**src/rtl/ahb_lite_pkg.sv**
```systemverilog
// Shared AHB-Lite types and encodings for the ahb_lite_master initiator.
// stage_t is sized by AHB_ADDR_W/AHB_DATA_W; change them here for a 64-bit data bus.
package ahb_lite_pkg;

  localparam int AHB_ADDR_W = 16;
  localparam int AHB_DATA_W = 32;

  typedef enum logic [1:0] {
    HTRANS_IDLE   = 2'b00,
    HTRANS_BUSY   = 2'b01,
    HTRANS_NONSEQ = 2'b10,
    HTRANS_SEQ    = 2'b11
  } htrans_t;

  localparam logic [2:0] HBURST_SINGLE = 3'b000;

  localparam logic [2:0] HSIZE_BYTE  = 3'd0;
  localparam logic [2:0] HSIZE_HALF  = 3'd1;
  localparam logic [2:0] HSIZE_WORD  = 3'd2;
  localparam logic [2:0] HSIZE_DWORD = 3'd3;

  localparam logic HRESP_OKAY  = 1'b0;
  localparam logic HRESP_ERROR = 1'b1;

  typedef struct packed {
    logic                  valid;
    logic                  write;
    logic [AHB_ADDR_W-1:0] addr;
    logic [2:0]            size;
    logic [AHB_DATA_W-1:0] wdata;
  } stage_t;

  function automatic logic [2:0] sat_size(input logic [2:0] size, input logic [2:0] max_size);
    return (size > max_size) ? max_size : size;
  endfunction

endpackage

```
**src/rtl/ahb_lite_master.sv**
```systemverilog
// AHB-Lite initiator: valid/ready commands -> pipelined SINGLE NONSEQ transfers, one response each.
// Optional error statistics (err_count/err_addr/err_clr) with AHB_LITE_MASTER_ERR_STAT_EN.
module ahb_lite_master
  import ahb_lite_pkg::*;
#(
  parameter int ADDR_W   = AHB_ADDR_W,
  parameter int DATA_W   = AHB_DATA_W,
  parameter int MAX_SIZE = $clog2(DATA_W/8)
) (
  input  logic              HCLK,
  input  logic              HRESETn,
`ifdef AHB_LITE_MASTER_ERR_STAT_EN
  input  logic              err_clr,
  output logic [15:0]       err_count,
  output logic [ADDR_W-1:0] err_addr,
`endif
  input  logic              cmd_valid,
  output logic              cmd_ready,
  input  logic              cmd_write,
  input  logic [ADDR_W-1:0] cmd_addr,
  input  logic [2:0]        cmd_size,
  input  logic [DATA_W-1:0] cmd_wdata,
  output logic              rsp_valid,
  output logic              rsp_write,
  output logic [DATA_W-1:0] rsp_rdata,
  output logic              rsp_err,
  output logic [ADDR_W-1:0] HADDR,
  output logic              HWRITE,
  output logic [2:0]        HSIZE,
  output logic [2:0]        HBURST,
  output logic [1:0]        HTRANS,
  output logic [DATA_W-1:0] HWDATA,
  output logic              HSEL,
  input  logic [DATA_W-1:0] HRDATA,
  input  logic              HREADY,
  input  logic              HRESP
);

  localparam logic [2:0] MAX_SIZE_L = 3'(MAX_SIZE);

  stage_t              a_q, a_d;
  logic                d_valid_q, d_valid_d;
  logic                d_write_q, d_write_d;
  logic [DATA_W-1:0]   d_wdata_q, d_wdata_d;

  logic                rsp_valid_q, rsp_valid_d;
  logic                rsp_write_q, rsp_write_d;
  logic [DATA_W-1:0]   rsp_rdata_q, rsp_rdata_d;
  logic                rsp_err_q,   rsp_err_d;

  logic                d_done;

  assign d_done    = HREADY && d_valid_q;
  assign cmd_ready = HREADY;

  // An idle A stage keeps its address/control so the bus does not toggle needlessly.
  always_comb begin
    a_d       = a_q;
    d_valid_d = d_valid_q;
    d_write_d = d_write_q;
    d_wdata_d = d_wdata_q;
    if (HREADY) begin
      d_valid_d = a_q.valid;
      d_write_d = a_q.write;
      d_wdata_d = a_q.wdata;
      a_d.valid = 1'b0;
      if (cmd_valid) begin
        a_d.valid = 1'b1;
        a_d.write = cmd_write;
        a_d.addr  = cmd_addr;
        a_d.size  = sat_size(cmd_size, MAX_SIZE_L);
        a_d.wdata = cmd_wdata;
      end
    end
  end

  always_comb begin
    rsp_valid_d = d_done;
    rsp_write_d = rsp_write_q;
    rsp_rdata_d = rsp_rdata_q;
    rsp_err_d   = rsp_err_q;
    if (d_done) begin
      rsp_write_d = d_write_q;
      rsp_rdata_d = d_write_q ? '0 : HRDATA;
      rsp_err_d   = (HRESP == HRESP_ERROR);
    end
  end

  always_ff @(posedge HCLK or negedge HRESETn) begin
    if (!HRESETn) begin
      a_q         <= '0;
      d_valid_q   <= 1'b0;
      d_write_q   <= 1'b0;
      d_wdata_q   <= '0;
      rsp_valid_q <= 1'b0;
      rsp_write_q <= 1'b0;
      rsp_rdata_q <= '0;
      rsp_err_q   <= 1'b0;
    end else begin
      a_q         <= a_d;
      d_valid_q   <= d_valid_d;
      d_write_q   <= d_write_d;
      d_wdata_q   <= d_wdata_d;
      rsp_valid_q <= rsp_valid_d;
      rsp_write_q <= rsp_write_d;
      rsp_rdata_q <= rsp_rdata_d;
      rsp_err_q   <= rsp_err_d;
    end
  end

  assign HADDR     = a_q.addr;
  assign HWRITE    = a_q.write;
  assign HSIZE     = a_q.size;
  assign HBURST    = HBURST_SINGLE;
  assign HTRANS    = a_q.valid ? HTRANS_NONSEQ : HTRANS_IDLE;
  assign HSEL      = HTRANS[1];
  assign HWDATA    = d_wdata_q;
  assign rsp_valid = rsp_valid_q;
  assign rsp_write = rsp_write_q;
  assign rsp_rdata = rsp_rdata_q;
  assign rsp_err   = rsp_err_q;

`ifdef AHB_LITE_MASTER_ERR_STAT_EN
  // The address follows the transfer A -> D -> response so err_addr names the failing beat.
  logic [ADDR_W-1:0] d_addr_q, rsp_addr_q;
  logic [15:0]       err_count_q;
  logic [ADDR_W-1:0] err_addr_q;

  always_ff @(posedge HCLK or negedge HRESETn) begin
    if (!HRESETn) begin
      d_addr_q    <= '0;
      rsp_addr_q  <= '0;
      err_count_q <= '0;
      err_addr_q  <= '0;
    end else begin
      if (HREADY) d_addr_q <= a_q.addr;
      if (d_done) rsp_addr_q <= d_addr_q;
      if (err_clr) begin
        err_count_q <= '0;
        err_addr_q  <= '0;
      end else if (rsp_valid_q && rsp_err_q) begin
        if (err_count_q != 16'hFFFF) err_count_q <= err_count_q + 16'd1;
        err_addr_q <= rsp_addr_q;
      end
    end
  end

  assign err_count = err_count_q;
  assign err_addr  = err_addr_q;
`endif

endmodule

```
**config.mk**
```make
export PLATFORM = sky130hd
export DESIGN_NAME = ahb_lite_master
export DESIGN_NICKNAME = d
export VERILOG_FILES = /design/src/rtl/ahb_lite_pkg.sv /design/src/rtl/ahb_lite_master.sv
export SDC_FILE = /design/constraint.sdc
export NUM_CORES = 1
export LEC_CHECK = 0
export BUFFER_PORTS_ARGS = -buffer_cell sky130_fd_sc_hd__buf_2
export CAP_MARGIN = 10
export CELL_PAD_IN_SITES_DETAIL_PLACEMENT = 0
export CELL_PAD_IN_SITES_GLOBAL_PLACEMENT = 1
export CORE_ASPECT_RATIO = 0.8
export CORE_MARGIN = 2
export CORE_UTILIZATION = 43
export CTS_CLUSTER_DIAMETER = 100
export DETAILED_ROUTE_END_ITERATION = 7
export GPL_TIMING_DRIVEN = 0
export PLACE_DENSITY_LB_ADDON = 0.1
export SYNTH_ARGS = -nofsm -noshare
export SYNTH_HDL_FRONTEND = slang
export SYNTH_SLANG_ARGS = --single-unit
```
**constraint.sdc**
```tcl
create_clock -name HCLK -period 2.2 [get_ports HCLK]
set_input_delay 0.22 -clock HCLK [delete_from_list [all_inputs] [get_ports HCLK]]
set_output_delay 0.22 -clock HCLK [all_outputs]
set_load 0.02 [all_outputs]
```
## Word level (Yosys, flattened, before mapping)

Index checks and enable logic that the tools add are counted.

| storage, ports and cells | value |
|---|---|
| bits in registers | 122 |
| output and inout bits | 94 |
| word-level logic and storage cells | 19 |

| cells by class | value |
|---|---|
| $lt $le $gt $ge | 1 |
| multiplexer cells | 4 |
| reduce and logical (&&, ||, !) cells | 2 |

Operators by type and width:

| kind | count |
|---|---|
| $mux 53 | 1 |
| $mux 32 | 1 |
| $gt 3x2->1 const B | 1 |
| $mux 3 | 1 |
| $mux 2 | 1 |
| $reduce_and 2->1 | 1 |
| $logic_and 1x1->1 | 1 |

## Longest topological paths before layout

Gate-level depths: netlist (run 1).

| depth | value |
|---|---|
| depth in word-level cells | 3 |
| gate-level depth with buffers | 5 |
| gate-level depth less buffers | 2 |

## Worst setup path before layout (run 1)

OpenSTA, ideal clock, no wires.

| path | value |
|---|---|
| path kind | reg2reg |
| start point | register d_write_q |
| end point | register rsp_rdata_q[11], in the netlist rsp_rdata[11] |
| library setup time | 0.125 ns |
| arrival | 0.990 ns |
| data required time | 2.075 ns |
| path slack | 1.085 ns |
| cell stages (with the launch flop) | 4 |
| path buffers | 1 |
| path through | dfrtp_1 -> buf_2 -> and2b_1 -> mux2_2 |

| on the way | value |
|---|---|
| word-level cells in the longest chain between the ends | 1 |

RTL lines:

| item | RTL line | text |
|---|---|---|
| from (decl) | ahb_lite_master.sv:43 | `logic d_write_q, d_write_d;` |
| from (signal assigned) | ahb_lite_master.sv:102 | `d_write_q <= d_write_d;` |
| $mux 32 | ahb_lite_master.sv:84 | `rsp_rdata_d = d_write_q ? '0 : HRDATA;` |
| to (signal assigned) | ahb_lite_master.sv:106 | `rsp_rdata_q <= rsp_rdata_d;` |
| to (decl) | ahb_lite_master.sv:48 | `logic [DATA_W-1:0] rsp_rdata_q, rsp_rdata_d;` |

Every way passes these cells.
A chain may end at the register's enable or synchronous reset.

## Final worst setup path (run 1)

| path | value |
|---|---|
| start point | register a_q[52] in the netlist's numbering |
| end point | output port HTRANS[1] |

| on the way | value |
|---|---|
| word-level cells in the longest chain between the ends | 1 |

RTL lines:

| item | RTL line | text |
|---|---|---|
| from (decl) | ahb_lite_master.sv:41 | `stage_t a_q, a_d;` |
| from (signal assigned) | ahb_lite_master.sv:91 | `a_q <= '0;` |
| from (signal assigned) | ahb_lite_master.sv:100 | `a_q <= a_d;` |
| $mux 2 | ahb_lite_master.sv:115 | `assign HTRANS = a_q.valid ? HTRANS_NONSEQ : HTRANS_IDLE;` |
| to (decl) | ahb_lite_master.sv:31 | `output logic [1:0] HTRANS,` |

Every way passes these cells.

==> flow_metrics.py, run 1 <==
metrics = {
    "cells_and_area": {
        "area_delta_synth_final_pct": 32.41,
        "diodes": 0,
        "drive_gt1_share_pct": 68.03,
        "nets": 614,
        "nFillCells": 964,
    },
    "timing": {
        "fin_skew_ps": 8.340,
        "fin_setup_tns_ps": 0,
        "fmaxAchievable_mhz": 759.7,
        "setup_viol": 0,
        "fin_ws_ps": 883.7,
        "rsz0062_at_grt": "no",
        "slew_headroom_pct": 64.31,
        "slew_violations": 0,
        "report.final.hold_viol_count": 0,
        "whs_ps": 37.76,
        "worst_slew_pin_slew_ps": 535.4,
        "fin_crit_sh_pct": 59.83,
        "period_minus_slack_ps": 1316,
    },
    "detailed_routing": {
        "postRouteAntennaNets": 0,
        "wl_um": 10640,
        "drt_iter0_markers": 84,
        "drcViolationCount": 0,
        "wl_per_cell_um": 15.50,
        "viasPerCell": 4.586,
        "firstDrtPassIters": 4,
        "vias": 3146,
    },
    "global_route": {
        "grt_max_degree": 69,
        "antenna_found_initial": 2,
        "grt_pass1_wl_um": 16590,
        "grt_usage_pct": 16.77,
        "grt_pass1_vias": 3159,
        "grt_overflow": 0,
    },
    "worst_setup_path": {
        "required_ps": 1980,
        "critPathKind": "flip-flop to output port",
        "critPathCaptureType": "output port",
        "crit_arrival_ps": 1100,
        "reg2reg_slack_ps": 940,
        "rr_startpoint": "d_write_q",
        "worstRegToRegCells": 3,
        "crit_fanout": 4,
        "cp-start-kind": "flip-flop",
        "timing.rr.end": "rsp_rdata[28]",
    },
    "clocking": {
        "cts_max_path_buffers": 2,
        "clock-sinks": 122,
        "htree_levels": 4,
        "cts.reportedPaths.clkPinSlew_ps": 50,
        "ctsResizeCount": 0,
        "cts_tree": "done",
        "cts_root_buf": "clkbuf_16",
        "insertion_delay_ps": 410,
        "cts_setup_buffers": 0,
        "postCtsHoldBufs": 1,
        "numCtsBuffers": 17,
    },
    "logic_synthesis": {
        "seq_area_frac_synth_pct": 59.01,
        "ys_types": 19,
        "ys_warn_count": 0,
        "synth-seq-cells": 122,
        "synth_area_per_cell_sq_um": 15.97,
        "synthCells": 324,
        "syn_area_sq_um": 5174,
    },
    "power": {
        "powerDensity_nw_per_um2": 1058,
        "p_clk_share_pct": 35.5,
        "p_sw_mw": 2.070,
        "max-vdd-ir-drop_uv": 624.2,
        "total_power_mw": 7.246,
        "netSwitchingFraction_pct": 28.57,
        "p_int_mw": 5.176,
        "leakagePower_nw": 3.613,
        "seq_power_share_pct": 40.1,
        "p_comb_share_pct": 24.4,
    },
    "floorplan": {
        "dieArea_sq_um": 12930,
        "ioPinCount": 183,
        "rows": 35,
        "initial_core_util_pct": 44.58,
        "core_area_sq_um": 11600,
        "die_h_um": 102.1,
        "die_x_um": 126.6,
    },
    "placement": {
        "place_ws_ps": 918.5,
        "place.gp.congestion": 0.7268,
        "hpwl_um": 7589,
        "io_buffer_count": 177,
    },
    "worst_hold_path": {
        "hp-class": "input pin to flip-flop",
        "min_delay_path_depth": 2,
        "hold_start": "cmd_wdata[11]",
        "whs_endpoint": "a_q[11]",
    },
    "status": {
        "status": "finished, final reports clean",
    },
    "run": {
        "cap_violations": 0,
    },
}
-- state kept, by name, indices dropped and copies added, names as in the netlist --
register   flops
HWDATA        32
rsp_rdata     32
d_valid_q      1
rsp_err        1
d_write_q      1
rsp_write      1
HADDR         16
a_q           33
HSIZE          3
HWRITE         1
rsp_valid      1
-- stage by stage --
stage / instance area (sq um) / std cells / utilization [%]
after floorplan: 5185 / 327 / -
after global placement: 6256 / 652 / 53.91
after detailed placement: 6290 / 653 / 54.20
after CTS: 6850 / 686 / 59.03
after global routing: 6850 / 686 / 59.03
final: 6850 / 686 / 59.03
-- layout make-up --
type | count | area, sq um | area share, %
buffer | 41 | 332.8 | 4.858
clock buffer | 24 | 481.7 | 7.032
clock inverter | 8 | 68.82 | 1.005
inverter | 2 | 7.507 | 0.1096
multi-input combinational | 162 | 1792 | 26.16
sequential | 122 | 3053 | 44.57
tap | 148 | 185.2 | 2.703
timing repair buffer | 179 | 929.6 | 13.57
-- worst max-delay path, stage by stage, from the launching register on --
cell and delay [ps]:
dfrtp_1 410, buf_4 140, buf_2 150
-- routing by layer --
metal  vias up  track usage [%]  part of all wire, %
met1      1538            21.38                   43
met2       116            25.50                   46
met3        12            7.277                  9.1
met5         -                0                    0
met4         0            6.593                  1.3
li1       1480                -                    -
-- power groups by stage --
stage               Sequential (mW)  Clock, mW  Combinational (mW)
global placement               2.92          0                1.76
floorplan                      3.30          0               0.795
global route                   2.97       2.73                1.89
detailed placement             2.94          0                1.80
finish                         2.91       2.57                1.77
CTS                            2.91       2.64                1.80
-- synthesized netlist by cell type --
master / count / area, sq um
nand2_2: 1 / 6.260
nor2b_1: 18 / 112.6
nor2_1: 1 / 3.750
mux2_4: 48 / 720.7
and2b_1: 14 / 105.1
buf_6: 10 / 112.6
nand2_4: 1 / 11.26
conb_1: 1 / 3.750
a41o_1: 1 / 10.01
inv_1: 2 / 7.510
mux2_2: 69 / 777.0
buf_4: 26 / 195.2
buf_2: 5 / 25.02
dfrtp_1: 122 / 3053
a31oi_1: 1 / 6.260
a21oi_1: 1 / 5.000
a21boi_0: 1 / 7.510
o21ai_0: 1 / 5.000
and2_1: 1 / 6.260
-- kinds of logic after synthesis --
kind of cell    share of synthesized area (%)
simple gates                            4.740
compound gates                         0.6529
flops                                   59.01
other cells                           0.07248
buf+inv                                 6.578
mux                                     28.95
-- worst max-delay path by stage --
stage	start	end	slack, ps	cells after the start
floorplan	d_write_q	rsp_rdata[11]	1090	3
global placement	HRESETn	rsp_rdata[16]	-640	1
finish	a_q[52]	HTRANS[1]	880	2
detailed placement	d_write_q	rsp_rdata[26]	920	3
CTS	a_q[52]	HTRANS[1]	860	2
global route	d_write_q	rsp_rdata[15]	840	3
-- layout by cell type (no fill, tap or decap) --
master	instances
a21boi_0	1
a21oi_1	1
a31oi_1	1
a41o_1	1
and2_1	1
and2b_1	14
buf_16	1
buf_2	181
buf_4	26
buf_6	11
bufinv_16	1
clkbuf_1	4
clkbuf_16	17
clkbuf_8	3
clkinv_2	6
clkinv_4	1
conb_1	4
dfrtp_1	122
dlygate4sd3_1	1
inv_1	2
mux2_2	69
mux2_4	48
nand2_2	1
nand2_4	1
nor2_1	1
nor2b_1	18
o21ai_0	1
(Power assumes the default switching activity.)
==> run 2, diff against run 1 <==
--- a/config.mk
+++ b/config.mk
@@ -5,13 +5,14 @@
 export SDC_FILE = /design/constraint.sdc
 export NUM_CORES = 1
 export LEC_CHECK = 0
+export ABC_AREA = 1
 export BUFFER_PORTS_ARGS = -buffer_cell sky130_fd_sc_hd__buf_2
 export CAP_MARGIN = 10
 export CELL_PAD_IN_SITES_DETAIL_PLACEMENT = 0
 export CELL_PAD_IN_SITES_GLOBAL_PLACEMENT = 1
 export CORE_ASPECT_RATIO = 0.8
 export CORE_MARGIN = 2
-export CORE_UTILIZATION = 43
+export CORE_UTILIZATION = 32
 export CTS_CLUSTER_DIAMETER = 100
 export DETAILED_ROUTE_END_ITERATION = 7
 export GPL_TIMING_DRIVEN = 0
==> constraint.sdc (replaced) <==
create_clock -name HCLK -period 1.2 [get_ports HCLK]
set_input_delay 0.12 -clock HCLK [delete_from_list [all_inputs] [get_ports HCLK]]
set_output_delay 0.12 -clock HCLK [all_outputs]
set_load 0.02 [all_outputs]
==> flow_metrics.py, run 2 <==
metrics = {
    "detailed_routing": {
        "vias": 4241,
        "drt_iter0_markers": 163,
        "firstDrtPassIters": 4,
        "viasPerCell": 4.170,
        "postRouteAntennaNets": 0,
        "wl_per_cell_um": 12.74,
        "drcViolationCount": 0,
        "wl_um": 12960,
    },
    "worst_setup_path": {
        "rr_startpoint": "d_valid_q",
        "timing.rr.end": "rsp_rdata[29]",
        "endpoint": "HADDR[15]",
        "crit_fanout": 2,
        "critPathLaunch": "HADDR[15]",
        "crit_arrival_ps": 1040,
        "critPathCaptureType": "output port",
        "required_ps": 1080,
        "reg2reg_slack_ps": 210,
        "critPathKind": "flip-flop to output port",
        "cp-start-kind": "flip-flop",
        "worstRegToRegCells": 4,
    },
    "logic_synthesis": {
        "synth_area_leaders": "dfrtp_1 63%, nand2_1 22%, buf_4 4.2%",
        "synthCells": 536,
        "synth_top_area_share_pct": 63.23,
        "ys_types": 15,
        "ys_warn_count": 0,
        "synth_area_per_cell_sq_um": 9.008,
        "ys_top_cells_by_count": "282 x nand2_1, 122 x dfrtp_1, 36 x inv_1, 35 x o21ai_0, 27 x buf_4",
        "synth_area_leader_cell": "dfrtp_1",
        "synth.most_common_cell": "nand2_1",
        "synth-seq-cells": 122,
        "synth_flop_cell": "dfrtp_1",
        "syn_area_sq_um": 4828,
        "ys_async_sr_fraction_pct": 100.0,
        "seq_area_frac_synth_pct": 63.23,
        "synth-edff-count": 0,
    },
    "floorplan": {
        "core_area_sq_um": 14860,
        "rows": 40,
        "ioPinCount": 183,
        "initial_core_util_pct": 32.48,
        "die_x_um": 141.3,
        "dieArea_sq_um": 16090,
        "die_h_um": 113.9,
    },
    "placement": {
        "place.gp.congestion": 0.7622,
        "dp.cells": 906,
        "io_buffer_count": 177,
        "place_ws_ps": 131.6,
        "hpwl_um": 8492,
    },
    "cells_and_area": {
        "multi_input_area_sq_um": 1328,
        "final_cells": 1017,
        "nets": 904,
        "area_delta_synth_final_pct": 55.40,
        "register_area_sq_um": 3053,
        "drive_gt1_share_pct": 30.19,
        "final_common_cell": "nand2_1",
        "largest_reg_flops": 33,
        "nFillCells": 1408,
        "diodes": 0,
        "regMostFlops": "a_q",
        "mostFrequentLayoutCells": "282 x nand2_1, 172 x buf_2, 122 x dfrtp_1, 85 x dlygate4sd3_1, 36 x inv_1",
    },
    "status": {
        "status": "finished, final reports clean",
    },
    "clocking": {
        "clock-sinks": 122,
        "cts.reportedPaths.clkPinSlew_ps": 50,
        "cts_tree": "done",
        "insertion_delay_ps": 410,
        "htree_levels": 4,
        "cts_root_buf": "clkbuf_16",
        "cts_max_path_buffers": 2,
        "numCtsBuffers": 17,
    },
    "power": {
        "powerDensity_nw_per_um2": 1650,
        "max-vdd-ir-drop_uv": 989.6,
        "leakagePower_nw": 4.156,
        "total_power_mw": 12.38,
    },
    "timing": {
        "slew_violations": 0,
        "fmaxAchievable_mhz": 863.4,
        "rsz0062_at_grt": "no",
        "fin_ws_ps": 41.83,
        "slew_headroom_pct": 63.36,
        "fin_setup_tns_ps": 0,
        "whs_ps": 80.30,
        "report.final.hold_viol_count": 0,
        "fin_skew_ps": 7.974,
        "worst_slew_pin_slew_ps": 549.7,
        "fin_crit_sh_pct": 96.51,
        "setup_viol": 0,
        "period_minus_slack_ps": 1158,
    },
    "global_route": {
        "grt_usage_pct": 16.73,
        "grt_max_degree": 67,
        "grt_overflow": 0,
        "antenna_found_initial": 0,
        "grt_pass1_wl_um": 20890,
        "grt_pass1_vias": 4261,
    },
    "run": {
        "cap_violations": 0,
    },
    "worst_hold_path": {
        "hp-class": "input pin to flip-flop",
    },
}
[run 2: layout make-up]
type | count | area share (%)
multi-input cells | 331 | 17.69
repair buffers | 273 | 26.40
inverters | 37 | 1.851
clock buffers | 24 | 6.553
clock inverters | 8 | 0.9004
flip-flops and latches | 122 | 40.69
well taps | 189 | 3.152
plain buffers | 33 | 2.768
[run 2: metrics by stage]
| step | instance area (sq um) | util (%) |
|---|---|---|
| after floorplan | 4840 | - |
| after global placement | 5962 | 40.11 |
| after detailed placement | 5996 | 40.34 |
| after CTS | 7562 | 50.88 |
| after global routing | 7503 | 50.48 |
| final | 7503 | 50.48 |
[run 2: where the power goes]
part	leakage, nW	switching [mW]	internal, mW
clock network	0.280	1.76	3.04
logic	2.35	1.47	1.08
registers	1.53	0.323	4.71
total	4.16	3.55	8.83
[run 2: how the worst min path moves through the flow]
stage,start,endpoint,slack [ps],cells after the start
floorplan,HRESETn,HADDR[0],-180,0
global placement,HRDATA[30],rsp_rdata[30],320,3
detailed placement,HRESETn,HWDATA[16],130,1
CTS,cmd_valid,HSIZE[0],80,4
global route,cmd_valid,HSIZE[0],90,4
finish,cmd_valid,HSIZE[0],80,4
[run 2: cell families (layout without fill, tap and decap cells)]
group,after synthesis,count (layout),synth area share (%)
AO/OA/AOI/OAI,36,36,3.731
buffers and inverters,86,375,9.666
flip-flops,122,122,63.23
other,1,4,0.07767
AND/OR/NAND/NOR,291,291,23.30
[run 2: repair_timing]
| action | 4_1_cts | 5_1_grt |
|---|---|---|
| endpoints found under the hold margin | 140 | 0 |
| hold buffers | 87 | 0 |
| endpoints found under the setup margin | 20 | 20 |
| buffers inserted | 2 | 6 |
| resized for setup | 39 | 6 |
[run 2: critical path, cell delays in order (launching register included)]
cell and delay [ps]:
dfrtp_1 380, buf_4 130, buf_6 120
[run 2: metal layers]
layer	global-route usage (%)	vias up	part of all wire (%)
li1	-	2143	-
met1	21.72	1949	47
met5	0	-	0
met4	6.800	0	1.5
met2	26.02	133	45
met3	5.458	16	6.9
==> run 3, diff against run 2 <==
--- a/config.mk
+++ b/config.mk
@@ -15,7 +15,7 @@
 export CORE_UTILIZATION = 32
 export CTS_CLUSTER_DIAMETER = 100
 export DETAILED_ROUTE_END_ITERATION = 7
-export GPL_TIMING_DRIVEN = 0
+export GPL_TIMING_DRIVEN = 1
 export PLACE_DENSITY_LB_ADDON = 0.1
 export SYNTH_ARGS = -nofsm -noshare
 export SYNTH_HDL_FRONTEND = slang
==> flow_metrics.py, run 3 (synthesized netlist as in run 2, its figures left out) <==
metrics = {
    "clocking": {
        "cts_tree": "done",
        "numCtsBuffers": 17,
        "insertion_delay_ps": 410,
        "clock-sinks": 122,
        "cts_max_path_buffers": 2,
        "cts.reportedPaths.clkPinSlew_ps": 50,
        "htree_levels": 4,
        "cts_root_buf": "clkbuf_16",
    },
    "cells_and_area": {
        "drive_gt1_share_pct": 27.60,
        "area_delta_synth_final_pct": 50.35,
        "fin_area_sq_um": 7259,
        "largest_reg_flops": 33,
        "nFillCells": 1432,
        "diodes": 0,
        "final_core_util_pct": 48.84,
        "regMostFlops": "a_q",
        "mostFrequentLayoutCells": "282 x nand2_1, 177 x buf_2, 122 x dfrtp_1, 86 x dlygate4sd3_1, 36 x inv_1",
        "final_common_cell": "nand2_1",
        "nets": 876,
    },
    "worst_setup_path": {
        "crit_fanout": 3,
        "required_ps": 1080,
        "crit_arrival_ps": 1000,
        "critPathKind": "flip-flop to output port",
        "reg2reg_slack_ps": 170,
        "critPathCaptureType": "output port",
        "cp-start-kind": "flip-flop",
        "critical_path.top_delay_family": "flip-flops",
        "path_depth": 1,
        "rr_startpoint": "d_valid_q",
        "cpMaxStageDelayCell": "dfrtp_1",
        "endpoint": "HTRANS[1]",
        "worstRegToRegCells": 5,
        "critPathLaunch": "a_q[52]",
        "timing.rr.end": "rsp_rdata[1]",
        "slowest_delay_ps": 380,
        "worstPathCellList": "buf_2",
        "worst-path-buf-inv": 1,
    },
    "timing": {
        "fin_crit_sh_pct": 92.98,
        "report.final.hold_viol_count": 0,
        "setup_viol": 0,
        "rsz0062_at_grt": "no",
        "slew_violations": 0,
        "fmaxAchievable_mhz": 896.2,
        "fin_skew_ps": 6.803,
        "fin_setup_tns_ps": 0,
        "period_minus_slack_ps": 1116,
        "fin_ws_ps": 84.20,
    },
    "global_route": {
        "grt_pass1_wl_um": 20420,
        "grt_pass1_vias": 4184,
        "grt_usage_pct": 16.35,
        "antenna_found_initial": 0,
        "grt_overflow": 0,
        "grt_max_degree": 43,
    },
    "detailed_routing": {
        "postRouteAntennaNets": 0,
        "drt_iter0_markers": 183,
        "vias": 4161,
        "firstDrtPassIters": 4,
        "viasPerCell": 4.220,
        "drcViolationCount": 0,
        "wl_um": 12530,
        "wl_per_cell_um": 12.71,
    },
    "power": {
        "max-vdd-ir-drop_uv": 986.2,
        "netSwitchingFraction_pct": 28.16,
        "leakagePower_nw": 4.010,
        "p_int_mw": 8.728,
        "seq_power_share_pct": 41.4,
        "powerDensity_nw_per_um2": 1674,
        "p_comb_share_pct": 19.5,
        "total_power_mw": 12.15,
        "p_clk_share_pct": 39.1,
        "p_sw_mw": 3.422,
    },
    "floorplan": {
        "core_area_sq_um": 14860,
        "ioPinCount": 183,
        "dieArea_sq_um": 16090,
        "rows": 40,
        "die_h_um": 113.9,
        "die_x_um": 141.3,
        "initial_core_util_pct": 32.48,
    },
    "placement": {
        "place_ws_ps": 103.0,
        "hpwl_um": 8092,
        "placed_area_sq_um": 5847,
        "place.gp.congestion": 0.7884,
        "io_buffer_count": 178,
    },
    "status": {
        "status": "finished, final reports clean",
    },
    "worst_hold_path": {
        "hold_start": "HREADY",
        "hp-class": "input pin to flip-flop",
    },
    "run": {
        "cap_violations": 0,
    },
}
## run 3: cell count changes in the layout (fill, tap and decap cells not counted), sizes merged
cell | before | now
buf | 216 | 192
clkinv | 6 | 1
dlymetal6s4s | 2 | 0
clkinvlp | 1 | 0
dlygate4sd3 | 85 | 86
## run 3: worst min-delay path by stage
stage	to	depth (start not counted)	slack [ps]
after floorplan	HADDR[0]	0	-180
after global placement	a_q[14]	1	60
after detailed placement	a_q[14]	1	60
after CTS	HWDATA[4]	3	90
after global routing	HWDATA[4]	3	100
final	HWDATA[4]	3	90
## run 3: routing by layer
metal	part of all wire (%)	wire, um	vias up	global-route usage, %
li1	-	-	2087	-
met1	47	5853	1917	21.15
met2	45	5632	150	25.57
met3	7.6	958	7	6.213
met4	0.71	89	0	5.133
met5	0	0	-	0
## run 3: final cells by class
| cell class | count | area (sq um) | area share [%] |
|---|---|---|---|
| clock buffer | 27 | 513.0 | 7.067 |
| multi-input combinational | 331 | 1320 | 18.18 |
| tap | 189 | 236.5 | 3.258 |
| timing repair buffer | 278 | 1963 | 27.04 |
| sequential | 122 | 3053 | 42.05 |
| inverter | 37 | 138.9 | 1.913 |
| clock inverter | 2 | 35.03 | 0.4826 |
## run 3: through the flow
| step | cells | hold WS [ps] |
|---|---|---|
| 2_1_floorplan | 539 | -175.6 |
| 3_3_place_gp | 871 | 55.65 |
| 3_5_place_dp | 871 | 62.31 |
| 4_1_cts | 986 | 86.03 |
| 5_1_grt | 986 | 99.95 |
| 6_report | 986 | 92.10 |
## run 3: power by group through the flow
stage          Sequential [mW]  Combinational [mW]  Clock (mW)
2_1_floorplan             5.53               0.890           0
3_3_place_gp              5.10                2.15           0
3_5_place_dp              5.09                2.17           0
4_1_cts                   5.04                2.39        4.89
5_1_grt                   5.12                2.62        5.05
6_report                  5.03                2.37        4.75
## run 3: what timing repair did
item	in CTS	in global routing
resized for setup	0	1
endpoints found under the hold margin	206	0
buffers inserted	0	0
endpoints found under the setup margin	0	1
hold buffers	86	0
